**config.mk**
```make
export PLATFORM = sky130hd
export DESIGN_NAME = board_led_scanner
export DESIGN_NICKNAME = d
export VERILOG_FILES = /design/src/rtl/board_led_scanner_pkg.sv /design/src/rtl/board_led_scanner_scan_timer.sv /design/src/rtl/board_led_scanner.sv
export SDC_FILE = /design/constraint.sdc
export NUM_CORES = 1
export LEC_CHECK = 0
export BUFFER_PORTS_ARGS = -buffer_cell sky130_fd_sc_hd__clkbuf_2
export CAP_MARGIN = 0
export CELL_PAD_IN_SITES_DETAIL_PLACEMENT = 0
export CELL_PAD_IN_SITES_GLOBAL_PLACEMENT = 1
export CORE_UTILIZATION = 42
export DETAILED_ROUTE_END_ITERATION = 12
export GPL_TIMING_DRIVEN = 0
export PLACE_DENSITY = 0.84
export SETUP_SLACK_MARGIN = 0.5
export SLEW_MARGIN = 20
export SYNTH_ARGS = -nofsm -noshare
export SYNTH_HDL_FRONTEND = slang
export SYNTH_SLANG_ARGS = --single-unit
```
**constraint.sdc**
```tcl
create_clock -name clk -period 2.3 [get_ports clk]
set_clock_uncertainty 0.2 [all_clocks]
set_input_delay 0.115 -clock clk [delete_from_list [all_inputs] [get_ports clk]]
set_output_delay 0.115 -clock clk [all_outputs]
set_load 0.02 [all_outputs]
```
**src/rtl/board_led_scanner_pkg.sv**
```systemverilog
// ---------------------------------------------------------------------------
// board_led_scanner_pkg
//   Definitions shared by connect_four, board_rw and board_led_scanner:
//   player/cell codes, read-port address width, default board geometry, the
//   scanner FSM state type and the LED colour helper.
// ---------------------------------------------------------------------------
package board_led_scanner_pkg;

    localparam int DEFAULT_COLS = 8;
    localparam int DEFAULT_ROWS = 8;
    localparam int ADDR_W       = 3;   // width of the core's row/col read address

    // Cell contents as returned by the core's read port.
    typedef enum logic [1:0] {
        EMPTY   = 2'b00,
        PLAYER1 = 2'b01,
        PLAYER2 = 2'b10
    } player_t;

    typedef enum logic [1:0] {
        ST_BLANK,
        ST_FETCH,
        ST_SHOW
    } scan_state_t;

    typedef struct packed {
        logic red;
        logic green;
    } led_pair_t;

    // Player 1 is red, player 2 is green. The undefined code 11 lights both
    // dies so a corrupted cell is visible rather than silently dark.
    function automatic led_pair_t cell_colour(input logic [1:0] code);
        led_pair_t p;
        p = '0;
        case (code)
            PLAYER1: p.red   = 1'b1;
            PLAYER2: p.green = 1'b1;
            2'b11: begin
                p.red   = 1'b1;
                p.green = 1'b1;
            end
            default: p = '0;
        endcase
        return p;
    endfunction

endpackage

```
**src/rtl/board_led_scanner_scan_timer.sv**
```systemverilog
// ---------------------------------------------------------------------------
// scan_timer
//   Timing half of the LED scanner: the per-line hold down-counter, the line
//   counter (0..ROWS, where ROWS is the cursor line), the frame counter and
//   the blink phase derived from it.
// Ports
//   clk, rst_n   clock, asynchronous active-low reset
//   hold_load    in   load the hold counter (first SHOW cycle follows)
//   line_adv     in   advance to the next line (last SHOW cycle)
//   hold_done    out  hold counter has reached its final cycle
//   line         out  line currently being fetched/shown
//   cursor_line  out  line == ROWS
//   blink_phase  out  frame_cnt[BLINK_LOG2-1]; 0 = blinking items dark
// ---------------------------------------------------------------------------
module scan_timer #(
    parameter int ROWS        = 8,
    parameter int HOLD_CYCLES = 1024,
    parameter int BLINK_LOG2  = 5,
    parameter int LINE_W      = $clog2(ROWS + 1)
) (
    input  logic              clk,
    input  logic              rst_n,
    input  logic              hold_load,
    input  logic              line_adv,
    output logic              hold_done,
    output logic [LINE_W-1:0] line,
    output logic              cursor_line,
    output logic              blink_phase
);

    localparam logic [15:0]       HOLD_LAST   = 16'(HOLD_CYCLES - 1);
    localparam logic [LINE_W-1:0] CURSOR_LINE = LINE_W'(ROWS);

    logic [15:0]           hold_cnt_q;
    logic [BLINK_LOG2-1:0] frame_cnt_q;

    // Loaded with HOLD_CYCLES-1 so that SHOW lasts exactly HOLD_CYCLES cycles
    // including the cycle in which the count reads zero.
    always_ff @(posedge clk or negedge rst_n) begin
        if (!rst_n) begin
            hold_cnt_q <= '0;
        end else if (hold_load) begin
            hold_cnt_q <= HOLD_LAST;
        end else if (hold_cnt_q != '0) begin
            hold_cnt_q <= hold_cnt_q - 16'd1;
        end
    end

    always_ff @(posedge clk or negedge rst_n) begin
        if (!rst_n) begin
            line        <= '0;
            frame_cnt_q <= '0;
        end else if (line_adv) begin
            if (line == CURSOR_LINE) begin
                line        <= '0;
                frame_cnt_q <= frame_cnt_q + BLINK_LOG2'(1);
            end else begin
                line <= line + LINE_W'(1);
            end
        end
    end

    assign hold_done   = (hold_cnt_q == '0);
    assign cursor_line = (line == CURSOR_LINE);
    assign blink_phase = frame_cnt_q[BLINK_LOG2-1];

endmodule

```
**src/rtl/board_led_scanner.sv**
```systemverilog
// ---------------------------------------------------------------------------
// board_led_scanner
//   Display stage for the connect-four core. Reads each board row through the
//   core's top read port into a shadow register, then lights it on a
//   row-multiplexed red/green LED matrix. After the ROWS board lines a cursor
//   line shows the drop column in the current player's colour, or the whole
//   line flashing in the winner's colour. Winning cells blink.
// Ports
//   clk, rst_n   clock, asynchronous active-low reset
//   rd_row/col   out  board read address (valid during FETCH)
//   rd_data/win  in   cell contents / winning flag, one cycle after address
//   board_busy   in   core owns the read port; rd_data invalid
//   cur_col      in   current drop column
//   cur_player   in   player to move
//   winner       in   00 none, else winning player
//   row_sel      out  one-hot line enable (bit ROWS = cursor line)
//   led_red      out  red column drive
//   led_green    out  green column drive
//   frame_start  out  one-cycle pulse when line 0 lights
// ---------------------------------------------------------------------------
module board_led_scanner
    import board_led_scanner_pkg::*;
#(
    parameter int COLS        = DEFAULT_COLS,
    parameter int ROWS        = DEFAULT_ROWS,
    parameter int HOLD_CYCLES = 1024,
    parameter int BLINK_LOG2  = 5
) (
    input  logic              clk,
    input  logic              rst_n,
    output logic [2:0]        rd_row,
    output logic [2:0]        rd_col,
    input  logic [1:0]        rd_data,
    input  logic              rd_win,
    input  logic              board_busy,
    input  logic [2:0]        cur_col,
    input  logic [1:0]        cur_player,
    input  logic [1:0]        winner,
    output logic [ROWS:0]     row_sel,
    output logic [COLS-1:0]   led_red,
    output logic [COLS-1:0]   led_green,
    output logic              frame_start
);

    localparam int LINE_W = $clog2(ROWS + 1);
    localparam int K_W    = $clog2(COLS + 1);
    localparam int COL_W  = (COLS > 1) ? $clog2(COLS) : 1;

    localparam logic [K_W-1:0] K_LAST  = K_W'(COLS);
    localparam logic [ROWS:0]  SEL_ONE = (ROWS + 1)'(1);

    scan_state_t state_q, state_d;

    logic [K_W-1:0]         k_q;
    logic [COL_W-1:0]       cap_idx;
    logic                   k_clear, k_inc, capture, shadow_clear;
    logic                   show_enter, show_exit;

    logic [COLS-1:0][1:0]   shadow_data_q, fetched_data;
    logic [COLS-1:0]        shadow_win_q, fetched_win;
    logic [COLS-1:0]        red_d, green_d;

    logic [LINE_W-1:0]      line;
    logic                   cursor_line, blink_phase, hold_done;

    scan_timer #(
        .ROWS        (ROWS),
        .HOLD_CYCLES (HOLD_CYCLES),
        .BLINK_LOG2  (BLINK_LOG2),
        .LINE_W      (LINE_W)
    ) u_scan_timer (
        .clk         (clk),
        .rst_n       (rst_n),
        .hold_load   (show_enter),
        .line_adv    (show_exit),
        .hold_done   (hold_done),
        .line        (line),
        .cursor_line (cursor_line),
        .blink_phase (blink_phase)
    );

    // ------------------------------------------------------------------
    // FSM state register
    // ------------------------------------------------------------------
    // NOTE: sequential state uses non-blocking assignments so every register
    // samples pre-edge values regardless of block evaluation order.
    always_ff @(posedge clk or negedge rst_n) begin
        if (!rst_n) begin
            state_q <= ST_BLANK;
        end else begin
            state_q <= state_d;
        end
    end

    // ------------------------------------------------------------------
    // FSM next state and datapath controls
    // ------------------------------------------------------------------
    // NOTE: every output of this block is given a default first; a missing
    // assignment on any path would otherwise infer a latch.
    always_comb begin
        state_d      = state_q;
        k_clear      = 1'b0;
        k_inc        = 1'b0;
        capture      = 1'b0;
        shadow_clear = 1'b0;
        show_enter   = 1'b0;
        show_exit    = 1'b0;

        case (state_q)
            ST_BLANK: begin
                k_clear = 1'b1;
                state_d = ST_FETCH;
            end

            ST_FETCH: begin
                if (cursor_line) begin
                    // No board reads; cursor inputs are sampled on this edge.
                    show_enter = 1'b1;
                    state_d    = ST_SHOW;
                end else if (board_busy) begin
                    // Read port hijacked: anything fetched so far may mix
                    // old and new board state, so the whole line restarts.
                    k_clear      = 1'b1;
                    shadow_clear = 1'b1;
                end else begin
                    // Data for column k-1 arrives while column k is addressed.
                    capture = (k_q != '0);
                    if (k_q == K_LAST) begin
                        show_enter = 1'b1;
                        state_d    = ST_SHOW;
                    end else begin
                        k_inc = 1'b1;
                    end
                end
            end

            ST_SHOW: begin
                if (hold_done) begin
                    show_exit = 1'b1;
                    state_d   = ST_BLANK;
                end
            end

            default: state_d = ST_BLANK;
        endcase
    end

    assign rd_row  = cursor_line ? '0 : ADDR_W'(line);
    assign rd_col  = (k_q < K_LAST) ? ADDR_W'(k_q) : '0;
    assign cap_idx = COL_W'(k_q - K_W'(1));

    // Shadow with this cycle's capture merged in, so the final column can be
    // shown on the same edge that captures it.
    always_comb begin
        fetched_data = shadow_data_q;
        fetched_win  = shadow_win_q;
        if (capture) begin
            fetched_data[cap_idx] = rd_data;
            fetched_win[cap_idx]  = rd_win;
        end
    end

    // ------------------------------------------------------------------
    // Colour mapping for the line about to be shown
    // ------------------------------------------------------------------
    always_comb begin
        led_pair_t px;
        red_d   = '0;
        green_d = '0;
        for (int c = 0; c < COLS; c++) begin
            px = '0;
            if (cursor_line) begin
                if (winner == EMPTY) begin
                    if (cur_col == ADDR_W'(c)) begin
                        px = cell_colour(cur_player);
                    end
                end else if (blink_phase) begin
                    px = cell_colour(winner);
                end
            end else if (!(fetched_win[c] && !blink_phase)) begin
                px = cell_colour(fetched_data[c]);
            end
            red_d[c]   = px.red;
            green_d[c] = px.green;
        end
    end

    // ------------------------------------------------------------------
    // Fetch counter, shadow and output registers
    // ------------------------------------------------------------------
    // NOTE: the shadow is a handful of flops, so it is reset with everything
    // else; that keeps the first frame after reset deterministic.
    always_ff @(posedge clk or negedge rst_n) begin
        if (!rst_n) begin
            k_q           <= '0;
            shadow_data_q <= '0;
            shadow_win_q  <= '0;
            row_sel       <= '0;
            led_red       <= '0;
            led_green     <= '0;
            frame_start   <= 1'b0;
        end else begin
            if (k_clear) begin
                k_q <= '0;
            end else if (k_inc) begin
                k_q <= k_q + K_W'(1);
            end

            if (shadow_clear) begin
                shadow_data_q <= '0;
                shadow_win_q  <= '0;
            end else begin
                shadow_data_q <= fetched_data;
                shadow_win_q  <= fetched_win;
            end

            frame_start <= show_enter && (line == '0);

            // Lines are dark in BLANK/FETCH so a row switch never shows the
            // previous line's columns.
            if (show_enter) begin
                row_sel   <= SEL_ONE << line;
                led_red   <= red_d;
                led_green <= green_d;
            end else if (show_exit) begin
                row_sel   <= '0;
                led_red   <= '0;
                led_green <= '0;
            end
        end
    end

endmodule
```
# Word-level counts from Yosys, hierarchy flattened
# Cells that the tools add are included.
[op_classes]
n_reduce_logical = 43
n_addsub = 5
n_eq_ne = 44
bitwise = 0
shifts = 1
n_mul = 0
mux = 97
div = 0
n_lt_le_gt_ge = 3
[ops]
columns = ["cell", "n"]
rows = [
  ["$mux 2", 38],
  ["$mux 16", 4],
  ["$eq 2x2->1 const B", 21],
  ["$mux 8", 5],
  ["$reduce_or 2->1", 20],
  ["$mux 1", 37],
  ["$eq 2x1->1 const B", 11],
  ["$mux 9", 2],
  ["$bwmux 16", 1],
  ["$logic_not 16->1", 1],
  ["$reduce_bool 16->1", 1],
  ["$sub 16x1->16 const B", 1],
  ["$eq 3x3->1 const B", 4],
  ["$mux 4", 3],
  ["$logic_and 1x1->1", 10],
  ["$shl 1x4->9 const A", 1],
  ["$add 4x1->4 const B", 2],
  ["$bwmux 8", 1],
  ["$eq 4x4->1 const B", 2],
  ["$demux 2 s3", 1],
  ["$eq 3x2->1 const B", 2],
  ["$mux 3", 2],
  ["$ne 3x3->1 const B", 2],
  ["$pmux 2 s3", 1],
  ["17 further kinds", 20],
]
[word_totals]
n_memories = 0
elab_cells = 211
ramBits = 0
ff_bits = 81
output_inout_bits = 32
latch_bits = 0
romBits = 0

# Longest topological paths before layout
# Gate-level depths: netlist of the first run.
[logic_depth]
word_depth = 13
mapped_depth = 10
depth_no_buf = 7

# Hierarchy
# A second synthesis of the first run with hierarchy kept.
[hier_totals]
cells_unflattened = 407
area_unflattened_um2 = 4275.4
[modules_own_cells]
columns = ["module", "cells_each", "area_each_um2", "n_inst"]
rows = [
  ["board_led_scanner", 282, 2955.3, 1],
  ["scan_timer", 125, 1320.0, 1],
]

# Worst setup path before layout of the first run
# Ideal clock, no wire load.
[synth_path]
path_type = "register to register"
startpoint = "register u_scan_timer.hold_cnt_q[0]"
endpoint = "register u_scan_timer.frame_cnt_q[1]"
slack_ps = -169
stages_incl_launch_ff = 9
t_arrival_ps = 2141
n_path_buf = 2
period_less_slack_ps = 2469
cell_sequence = "dfrtp_1 -> inv_1 -> ha_1 -> or4b_1 -> buf_2 -> nor4_4 -> and3_1 -> buf_2 -> mux2_1"
[synth_via]
elab_chain_cells = 4
[synth_rtl]
columns = ["element", "line_no", "source"]
rows = [
  ["from (decl)", "board_led_scanner_scan_timer.sv:34", "logic [15:0] hold_cnt_q;"],
  ["from (signal assigned)", "board_led_scanner_scan_timer.sv:45", "hold_cnt_q <= hold_cnt_q - 16'd1;"],
  ["$logic_not 16->1", "board_led_scanner_scan_timer.sv:63", "assign hold_done = (hold_cnt_q == '0);"],
  ["$mux 1", "board_led_scanner.sv:138", "if (hold_done) begin"],
  ["$mux 1", "board_led_scanner.sv:109", "case (state_q)"],
  ["$reduce_and 2->1 (no line)", "-", ""],
  ["to (signal assigned)", "board_led_scanner_scan_timer.sv:56", "frame_cnt_q <= frame_cnt_q + BLINK_LOG2'(1);"],
  ["to (decl)", "board_led_scanner_scan_timer.sv:35", "logic [BLINK_LOG2-1:0] frame_cnt_q;"],
]
# No other way between the ends.
# A chain may end at the register's enable or synchronous reset.

# Final worst setup path of the first run
[layout_path]
startpoint = "register u_scan_timer.hold_cnt_q[7]"
endpoint = "register led_red[6]"
[layout_via]
elab_chain_cells = 4
[layout_rtl]
columns = ["element", "line_no", "source"]
rows = [
  ["$logic_not 16->1", "board_led_scanner_scan_timer.sv:63", ""],
  ["$mux 1", "board_led_scanner.sv:138", ""],
  ["$mux 1", "board_led_scanner.sv:109", ""],
  ["$reduce_bool 2->1 (no line)", "-", ""],
  ["to (signal assigned)", "board_led_scanner.sv:223", "led_red <= red_d;"],
  ["to (decl)", "board_led_scanner.sv:40", "output logic [COLS-1:0] led_red,"],
]
# No other way between the ends.

==> impl_metrics.py, run 1 <==
metrics = {
    "detailed_routing": {
        "avgViaCountPerCell": 5.597,
        "drc": 0,
        "dr.first_iter.drc_count": 177,
        "antenna_left": 0,
        "routed_wirelength_um": 12340,
        "first_pass_iters": 5,
        "drt-wirelength-per-cell_um": 18.63,
        "vias": 3705,
    },
    "die": {
        "pin_count": 45,
        "num_rows": 35,
        "initial_core_util": 0.4400,
        "fp.dieW_um": 101.3,
        "fp.coreArea_sq_um": 9415,
        "dieArea_sq_um": 10260,
        "die_y_um": 101.3,
    },
    "synthesis": {
        "syn_avg_cell_area_sq_um": 10.28,
        "synth_compound_area_frac": 0.1371,
        "yosysUniqueCellTypes": 44,
        "synth_area_leaders": "dfrtp_1 (49%), mux2i_1 (7.7%), nor2_1 (4.4%)",
        "synth_adder_area_share": 0.03322,
        "synthCells": 403,
        "synth-simple-area-share": 0.1870,
        "synth-xor-area-share": 0.03805,
        "synth.top_cell.area_share": 0.4893,
        "synth_area_leader_cell": "dfrtp_1",
        "muxShareOfSynthArea": 0.08275,
        "yosys_warnings": 0,
        "ys_ff_latch": 81,
        "seq_area_frac_synth": 0.4893,
        "synth_nets": 427,
        "synth_top_family_by_area": "simple AND/OR/NAND/NOR gates",
        "netlist_area_sq_um": 4143,
    },
    "cts": {
        "cts_sinks": 81,
        "htreeDepth": 3,
        "clockBufferDepth": 2,
        "root_buffer": "clkbuf_8",
        "clock_latency_ns": 0.37,
        "cts_tree": "built",
        "cts-buffers-inserted": 9,
        "path_clk_slew_ns": 0.09,
    },
    "sta": {
        "finalCriticalPeriod_ns": 2.461,
        "rsz0062_at_grt": "true",
        "post-route-period-util": 1.070,
        "slew_violations": 0,
        "tns_ns": -3.291,
        "tightest_slew_ns": 0.8680,
        "timing.fmax_mhz": 406.3,
        "setup_viol": 41,
        "finalWorstSetupSlack_ns": -0.1612,
        "relSlewSlack": 0.4131,
        "hold_viol_final": 0,
    },
    "power_and_ir_drop": {
        "p_leak_uw": 0.002820,
        "share_seq_of_total_power": 0.489,
        "p_int_uw": 2306,
        "p_per_area_nw_per_um2": 505.5,
        "combPwrFrac": 0.123,
        "p_sw_frac": 0.2734,
        "p_switching_uw": 868.0,
        "clkPwrFrac": 0.387,
        "ir_drop_mv": 0.3328,
    },
    "finish": {
        "n_antenna_cell": 0,
        "fin_nets": 552,
        "filler_cell_count": 653,
        "areaGrowthSynthToFinish_pct": 51.59,
        "post-route-util": 0.6670,
        "drive_gt1_frac": 0.4503,
        "fin_area_sq_um": 6280,
    },
    "outcome": {
        "violations": "setup timing",
        "outcome": "finished with violations",
    },
    "grt": {
        "grt_max_degree": 49,
        "grt_usage": 0.2404,
        "grt_pass1_wl_um": 18660,
        "grt_pass1_vias": 3654,
        "grt_overflow_total": 0,
        "antenna_found_initial": 0,
    },
    "setup_path": {
        "crit_path_end_kind": "flip-flop",
        "cp-start-kind": "flip-flop",
        "crit_arrival_ns": 2.50,
        "crit_fanout": 9,
        "slowest_stage": "or4_1",
        "critical_path.max_stage_delay_ns": 0.54,
        "criticalPathCategory": "reg -> reg",
        "path_cells": "or4_1 > buf_4 > nor4_4 > buf_4 > a22oi_2 > buf_6 > a22oi_2 > o41ai_2",
        "worst_ep_required_time_ns": 2.34,
    },
    "run": {
        "cap_violations": 0,
    },
    "place": {
        "dpl-instance-area_sq_um": 4800,
        "dp_hpwl_um": 7278,
        "portBuffers": 41,
        "gp_congestion": 0.8068,
    },
    "hold_path": {
        "min_path_type": "in -> reg",
    },
}
==> metal layers <==
layer | track usage | vias up | wire [um] | share of wire
met2 | 0.4134 | 109 | 6336 | 0.51
met5 | 0 | - | 0 | 0
met3 | 0.03727 | 20 | 609 | 0.049
li1 | - | 1702 | - | -
met1 | 0.3087 | 1874 | 5166 | 0.42
met4 | 0.08361 | 0 | 222 | 0.018
==> layout by cell type (no fill, tap or decap), types with 9 or more instances in the layout <==
cell type / count
dfrtp_1: 79
nor2_1: 39
clkbuf_2: 39
buf_4: 35
buf_6: 34
mux2i_1: 19
a21oi_1: 18
nand2_1: 18
a22o_1: 15
clkbuf_8: 14
o21ai_0: 13
nand2b_1: 10
xnor2_1: 9
==> state kept, by name (all words and copies together) (netlist names) <==
name / flops
k_q: 4
u_scan_timer.hold_cnt_q: 16
u_scan_timer.frame_cnt_q: 5
row_sel: 9
led_green: 8
shadow_win_q: 8
shadow_data_q: 16
frame_start: 1
led_red: 8
state_q: 2
u_scan_timer.line: 4
==> power by group through the flow <==
stage | Combinational [uW] | Clock [uW] | Sequential, uW
detailed placement | 261 | 0 | 1570
floorplan | 172 | 0 | 1550
finish | 392 | 1230 | 1550
global route | 423 | 1290 | 1560
CTS | 325 | 1230 | 1540
global placement | 247 | 0 | 1560
==> metrics by stage <==
stage / worst slack (ns) / hold WS (ns) / power [uW] / instances
6_report: -0.1612 / 0.04209 / 3174 / 662
5_1_grt: -0.2080 / 0.06761 / 3273 / 662
3_5_place_dp: -0.2631 / 0.01474 / 1827 / 574
3_3_place_gp: -0.2372 / 0.2599 / 1809 / 573
2_1_floorplan: 0.01751 / -0.3806 / 1722 / 403
4_1_cts: -0.09278 / 0.01252 / 3091 / 647
==> worst max-delay path: cells and delay by family, from the launching register on <==
family	cells	cell delay (ns)
AOI/OAI and AO/OA	3	0.39
DFF	1	0.42
and+or+nand+nor	2	0.74
buffers and inverters	3	0.58
==> worst paths after layout <==
check                                            start                          end  slack [ns]  cells past startpoint
max                         u_scan_timer.hold_cnt_q[7]                   led_red[6]       -0.16                      8
min                                         cur_col[2]                 led_green[5]        0.04                      4
max reg2reg                 u_scan_timer.hold_cnt_q[7]                   led_red[6]       -0.16                      8
min reg2reg                u_scan_timer.frame_cnt_q[3]  u_scan_timer.frame_cnt_q[3]        0.28                      1
max in group asynchronous                        rst_n                       k_q[0]        1.11                      3
min in group asynchronous                        rst_n   u_scan_timer.hold_cnt_q[0]        0.14                      2
==> Yosys cell counts <==
master,n
mux2_2,1
a21oi_1,21
nand2b_1,10
a32o_1,7
nand3b_1,2
xor2_1,5
a2111oi_0,1
clkbuf_1,17
inv_1,11
o2111ai_1,2
a21o_1,3
a22oi_1,4
or4_1,3
nor4b_2,1
a22o_1,15
or4b_1,1
mux2i_1,32
mux2_1,1
and4_1,2
and3b_1,2
xnor2_1,13
nor4_4,2
o21ai_0,15
a22oi_2,1
o211ai_1,2
nor2_1,49
o41ai_1,2
nand2_1,27
o221ai_1,2
nand4_1,7
dfrtp_1,81
nor4_1,4
nor2b_1,6
ha_1,11
nor4b_1,4
buf_2,6
nand3_1,7
nor3_1,7
and2_1,1
o2111a_1,2
o31ai_1,3
and3_1,4
or3_1,5
and4bb_2,1
==> area by class of cell <==
class / instances / area (sq um) / share of cell area
multi-input combinational: 288 / 2582 / 0.4112
sequential: 81 / 2029 / 0.3232
timing repair buffer: 114 / 964.7 / 0.1536
buffer: 23 / 272.8 / 0.04344
tap: 129 / 161.4 / 0.02570
clock buffer: 10 / 137.6 / 0.02192
clock inverter: 6 / 90.09 / 0.01435
inverter: 11 / 41.29 / 0.006575
==> cell families after synthesis <==
family / Yosys count
muxes: 34
buffers and inverters: 34
DFF: 81
adders and majority gates: 11
xor gates and xnor gates: 18
AOI/OAI and AO/OA: 80
and+or+nand+nor: 145
==> repair_timing <==
item	CTS	global route
resized for setup	75	73
endpoints found under the hold margin	47	0
setup buffers	52	15
hold buffers	1	0
cloned	4	0
pin swaps	45	32
setup endpoints to repair	82	82
(Power assumes the default switching activity.)
==> inputs of run 2 (changes only) <==
Settings changed: CORE_UTILIZATION 42 to 40, PLACE_DENSITY 0.84 to 0.81.
==> run 2 against run 1 <==
Against the previous run:
- the flow still finishes with violations (setup timing)
- die area rose by 4.9%
- final area fell by 1.9%
- final cell count did not move
- total power fell by 1.4%
- largest power group unchanged
- first-iteration DRC count rose by 2.3%
- critical path depth rose by 4
- via count fell by 3.0%
- sequential cell count did not move
- utilization fell by 4.5 points
- combinational power barely moved
- sequential share of layout area rose by 0.63 points
- register-to-register slack got worse by 0.06 ns
==> impl_metrics.py, run 2 (same netlist as run 1, synthesis figures left out) <==
metrics = {
    "outcome": {
        "violations": "setup timing",
        "outcome": "finished with violations",
    },
    "place": {
        "dp_hpwl_um": 7124,
        "gp_congestion": 0.8187,
        "dpl-instance-area_sq_um": 4805,
        "portBuffers": 41,
    },
    "sta": {
        "finalCriticalPeriod_ns": 2.519,
        "setup_viol": 50,
        "post-route-period-util": 1.095,
        "finalWorstSetupSlack_ns": -0.2189,
        "relSlewSlack": 0.4736,
        "tns_ns": -5.552,
        "hold_viol_final": 0,
        "rsz0062_at_grt": "true",
        "slew_violations": 0,
        "hold_ws_ns": 0.03612,
        "timing.fmax_mhz": 397.0,
        "tightest_slew_ns": 0.7787,
    },
    "detailed_routing": {
        "first_pass_iters": 4,
        "avgViaCountPerCell": 5.427,
        "drc": 0,
        "dr.first_iter.drc_count": 181,
        "routed_wirelength_um": 11670,
        "vias": 3593,
        "antenna_left": 0,
        "drt-wirelength-per-cell_um": 17.62,
    },
    "cts": {
        "root_buffer": "clkbuf_8",
        "path_clk_slew_ns": 0.08,
        "cts_sinks": 81,
        "cts-buffers-inserted": 9,
        "htreeDepth": 3,
        "clockBufferDepth": 2,
        "clock_latency_ns": 0.37,
        "cts_tree": "built",
    },
    "die": {
        "initial_core_util": 0.4181,
        "dieArea_sq_um": 10770,
        "fp.dieW_um": 103.8,
        "pin_count": 45,
        "die_y_um": 103.8,
        "fp.coreArea_sq_um": 9910,
        "num_rows": 36,
    },
    "setup_path": {
        "slowest_stage": "or4b_4",
        "criticalPathCategory": "reg -> reg",
        "path_cells": "inv_2 > ha_4 > or4b_4 > buf_6 > buf_6 > buf_4 > buf_6 > nor2_4 > buf_4 > nor4b_4 > xnor2_1 > nor2_1",
        "crit_path_end_kind": "flip-flop",
        "critical_path.max_stage_delay_ns": 0.45,
        "crit_fanout": 5,
        "cp-start-kind": "flip-flop",
        "worst_ep_required_time_ns": 2.37,
        "cp_common_cell": "buf_6",
        "crit_arrival_ns": 2.59,
    },
    "grt": {
        "grt_pass1_wl_um": 18200,
        "grt_usage": 0.2174,
        "top_usage_layer": "met2",
        "grt_pass1_vias": 3544,
        "use_met1": 0.2818,
        "grt_use_met3": 0.03272,
        "antenna_found_initial": 0,
        "grt_max_degree": 53,
        "grt_overflow_total": 0,
        "grt_util_met2": 0.3557,
    },
    "finish": {
        "reg_top3": "shadow_data_q: 16 flops, u_scan_timer.hold_cnt_q: 16 flops, row_sel: 9 flops",
        "fin_nets": 550,
        "final_common_cell": "dfrtp_1",
        "drive_gt1_frac": 0.4367,
        "post-route-util": 0.6216,
        "layout_common_cells": "dfrtp_1 (79), clkbuf_2 (39), nor2_1 (38)",
        "areaGrowthSynthToFinish_pct": 48.69,
        "n_antenna_cell": 0,
        "fin_area_sq_um": 6160,
    },
    "run": {
        "cap_violations": 0,
    },
    "power_and_ir_drop": {
        "p_per_area_nw_per_um2": 508.2,
        "power.total_uw": 3130,
        "p_leak_uw": 0.002727,
        "ir_drop_mv": 0.2806,
    },
    "hold_path": {
        "min_path_type": "in -> reg",
    },
}
## run 2: cell count changes in the layout (fill, tap and decap cells not counted), sizes merged
cell	change
buf	-1
clkinv	-1
clkinvlp	-1
inv	-1
## run 2: what timing repair did
item	CTS	global route
resized for setup	66	72
pin swaps	37	32
hold buffers	1	0
hold endpoints to repair	51	0
buffers inserted	46	20
cloned	2	1
setup endpoints to repair	82	82
## run 2: area by class of cell
type / count / area (sq um)
Buffer: 23 / 252.7
Clock buffer: 11 / 151.4
Clock inverter: 3 / 65.06
Fill cell: 760 / 3750
Inverter: 11 / 41.29
Multi-Input combinational cell: 288 / 2527
Sequential cell: 81 / 2029
Tap cell: 133 / 166.4
Timing Repair Buffer: 112 / 925.9
## run 2: through the flow
stage	setup WS, ns	instances
global placement	-0.2421	577
floorplan	0.01751	403
detailed placement	-0.2432	578
finish	-0.2189	662
global route	-0.2615	662
CTS	-0.2251	641
## run 2: metal layers
metal  up-vias  part of all wire
met5         -                 0
met4         0             0.022
met3        17             0.030
met2        70              0.50
met1      1812              0.45
li1       1694                 -
## run 2: final timing paths
check | from | end | slack (ns) | cells after the start
max | u_scan_timer.hold_cnt_q[1] | u_scan_timer.hold_cnt_q[14] | -0.22 | 12
min | cur_col[2] | led_green[5] | 0.04 | 4
max reg2reg | u_scan_timer.hold_cnt_q[1] | u_scan_timer.hold_cnt_q[14] | -0.22 | 12
min reg2reg | u_scan_timer.frame_cnt_q[3] | u_scan_timer.frame_cnt_q[3] | 0.28 | 1
max in group asynchronous | rst_n | led_green[3] | 1.09 | 3
min in group asynchronous | rst_n | u_scan_timer.hold_cnt_q[0] | 0.17 | 2
## run 2: worst max-delay path, delay by kind of cell (launching register included)
family,cells,cell delay [ns]
XOR/XNOR,1,0.15
adder cells (fa/ha/maj),1,0.12
flip-flops,1,0.41
AND/OR/NAND/NOR,4,0.76
buffers and inverters,6,0.76
## run 2: power by group
part / internal, uW / switching [uW]
sequential: 1470 / 79.8
combinational: 186 / 206
clock: 657 / 529
==> inputs of run 3 (changes only) <==
Settings changed: CORE_MARGIN set to 2.
==> run 3 against run 2 <==
Against the previous run:
- the run still ends with setup timing left
- total power fell by 0.88%
- first-iteration DRC count rose by 33%
- wire length rose by 6.3%
- global-route usage fell by 0.80 points
- sequential share of layout area fell by 1.1 points
- via count rose by 2.5%
- sequential cell count did not move
- hold slack got worse by 0.021 ns
- combinational power rose by 2%
- final area rose by 3.5%
- critical path type unchanged
==> impl_metrics.py, run 3 (same netlist as run 1, synthesis figures left out) <==
metrics = {
    "grt": {
        "grt_overflow_total": 0,
        "grt_usage": 0.2095,
        "grt_pass1_vias": 3547,
        "antenna_found_initial": 0,
        "grt_pass1_wl_um": 18280,
        "grt_max_degree": 47,
    },
    "detailed_routing": {
        "avgViaCountPerCell": 5.423,
        "routed_wirelength_um": 12400,
        "drt-wirelength-per-cell_um": 18.26,
        "drc": 0,
        "antenna_left": 0,
        "vias": 3682,
        "dr.first_iter.drc_count": 241,
        "first_pass_iters": 5,
    },
    "sta": {
        "relSlewSlack": 0.4037,
        "finalCriticalPeriod_ns": 2.635,
        "tightest_slew_ns": 0.8820,
        "hold_viol_final": 0,
        "finalWorstSetupSlack_ns": -0.3352,
        "setup_viol": 49,
        "slew_violations": 0,
        "post-route-period-util": 1.146,
        "rsz0062_at_grt": "true",
        "timing.fmax_mhz": 379.5,
    },
    "setup_path": {
        "cp_common_cell": "buf_6",
        "cp-start-kind": "flip-flop",
        "r2r_slack_ns": -0.34,
        "path_depth": 17,
        "crit_arrival_ns": 2.69,
        "slowest_stage": "dfrtp_1",
        "crit_end": "u_scan_timer.hold_cnt_q[8]",
        "timing.rr.start": "u_scan_timer.hold_cnt_q[1]",
        "worstReg2RegEnd": "u_scan_timer.hold_cnt_q[8]",
        "crit_path_end_kind": "flip-flop",
        "r2r_cells": 17,
        "critical_path.max_stage_delay_ns": 0.40,
        "critical_path_buf_inv_count": 12,
        "crit_fanout": 2,
        "worst_ep_required_time_ns": 2.36,
        "startpoint": "u_scan_timer.hold_cnt_q[1]",
        "path_cells": "inv_2 > buf_6 > buf_6 > buf_6 > buf_6 > buf_6 > buf_6 > buf_6 > buf_6 > buf_6 > ha_4 > nand3b_1 > buf_6 > buf_6 > a2111oi_4 > xnor2_1 > nand2_1",
        "cp_top_family": "buffers and inverters",
        "criticalPathCategory": "reg -> reg",
    },
    "die": {
        "die_y_um": 105.8,
        "fp.coreArea_sq_um": 10180,
        "fp.dieW_um": 105.8,
        "num_rows": 37,
        "dieArea_sq_um": 11190,
        "initial_core_util": 0.4068,
        "pin_count": 45,
    },
    "finish": {
        "reg_top3": "shadow_data_q: 16 flops, u_scan_timer.hold_cnt_q: 16 flops, row_sel: 9 flops",
        "n_antenna_cell": 0,
        "areaGrowthSynthToFinish_pct": 53.85,
        "drive_gt1_frac": 0.4604,
        "final_common_cell": "dfrtp_1",
        "post-route-util": 0.6258,
        "layout_common_cells": "dfrtp_1 (79), buf_6 (54), nor2_1 (42)",
        "fin_nets": 563,
    },
    "power_and_ir_drop": {
        "p_leak_uw": 0.002836,
        "p_per_area_nw_per_um2": 486.8,
        "ir_drop_mv": 0.2401,
    },
    "outcome": {
        "outcome": "finished with violations",
        "violations": "setup timing",
    },
    "place": {
        "portBuffers": 41,
        "gp_congestion": 0.8176,
        "dp_hpwl_um": 7199,
        "dpl_worst_slack_ns": -0.3044,
    },
    "run": {
        "cap_violations": 0,
    },
    "cts": {
        "clock_latency_ns": 0.37,
        "cts_sinks": 81,
        "cts-buffers-inserted": 9,
        "path_clk_slew_ns": 0.08,
        "clockBufferDepth": 2,
        "htreeDepth": 3,
        "cts_tree": "built",
        "root_buffer": "clkbuf_8",
    },
    "hold_path": {
        "min_path_type": "in -> reg",
    },
}
-- run 3: changes by cell type in the layout (fill, tap and decap cells not counted), moves of 3 or more --
cell	before	now
nand2_4	1	4
nor2_4	11	5
clkbuf_8	14	18
nand2_1	23	18
nor2_1	38	42
buf_4	35	28
buf_6	36	54
mux2i_2	9	6
-- run 3: timing repair --
item	CTS	global route
cloned	3	0
endpoints found under the setup margin	82	80
setup buffers	49	30
resized for setup	66	97
pin swaps	36	46
hold buffers	1	0
endpoints found under the hold margin	81	0
-- run 3: report_power, final --
part	switching [uW]	total [uW]	internal (uW)
Combinational	202	401	199
Sequential	89.8	1560	1470
Clock	527	1140	613
Total	819	3100	2280
-- run 3: how the worst min path moves through the flow --
stage | startpoint | to | slack, ns | depth (start not counted)
final | rd_win | shadow_win_q[7] | 0.01 | 3
after global routing | rd_win | shadow_win_q[6] | 0.04 | 3
after CTS | rd_win | shadow_win_q[5] | 0.01 | 3
after detailed placement | rst_n | u_scan_timer.hold_cnt_q[10] | -0.04 | 1
after global placement | u_scan_timer.frame_cnt_q[3] | u_scan_timer.frame_cnt_q[3] | 0.26 | 1
after floorplan | rst_n | frame_start | -0.38 | 0
-- run 3: per-layer routing --
metal | vias to the layer above | part of all wire | GRT usage | wire, um
met3 | 18 | 0.032 | 0.03587 | 396
met4 | 0 | 0.018 | 0.07989 | 217
met2 | 85 | 0.51 | 0.3410 | 6381
li1 | 1716 | - | - | -
met5 | - | 0 | 0 | 0
met1 | 1863 | 0.44 | 0.2799 | 5404
-- run 3: layout make-up --
type,count,area (sq um)
Clock inverter,2,35.03
Clock buffer,13,178.9
Timing Repair Buffer,125,1107
Fill cell,751,3811
Sequential cell,81,2029
Tap cell,136,170.2
Inverter,11,43.79
Buffer,23,252.7
Multi-Input combinational cell,288,2556
-- run 3: stage by stage --
| step | hold slack, ns | cells | total power (uW) | cell area [sq um] | setup TNS (ns) |
|---|---|---|---|---|---|
| after global placement | 0.2596 | 580 | 1810 | 4786 | -4.603 |
| after global routing | 0.04241 | 679 | 3217 | 6374 | -11.67 |
| after CTS | 0.01187 | 649 | 3021 | 5725 | -6.638 |
| after floorplan | -0.3806 | 403 | 1722 | 4410 | 0 |
| after detailed placement | -0.04395 | 581 | 1826 | 4816 | -7.102 |
| final | 0.01497 | 679 | 3102 | 6374 | -8.357 |
-- run 3: worst register-to-register path: cells and delay by family (launching register included) --
| kind | cells | cell delay, ns |
|---|---|---|
| DFF | 1 | 0.40 |
| buffers and inverters | 12 | 1.14 |
| xor gates and xnor gates | 1 | 0.17 |
| and+or+nand+nor | 2 | 0.19 |
| adders and majority gates | 1 | 0.12 |
| AOI/OAI and AO/OA | 1 | 0.30 |
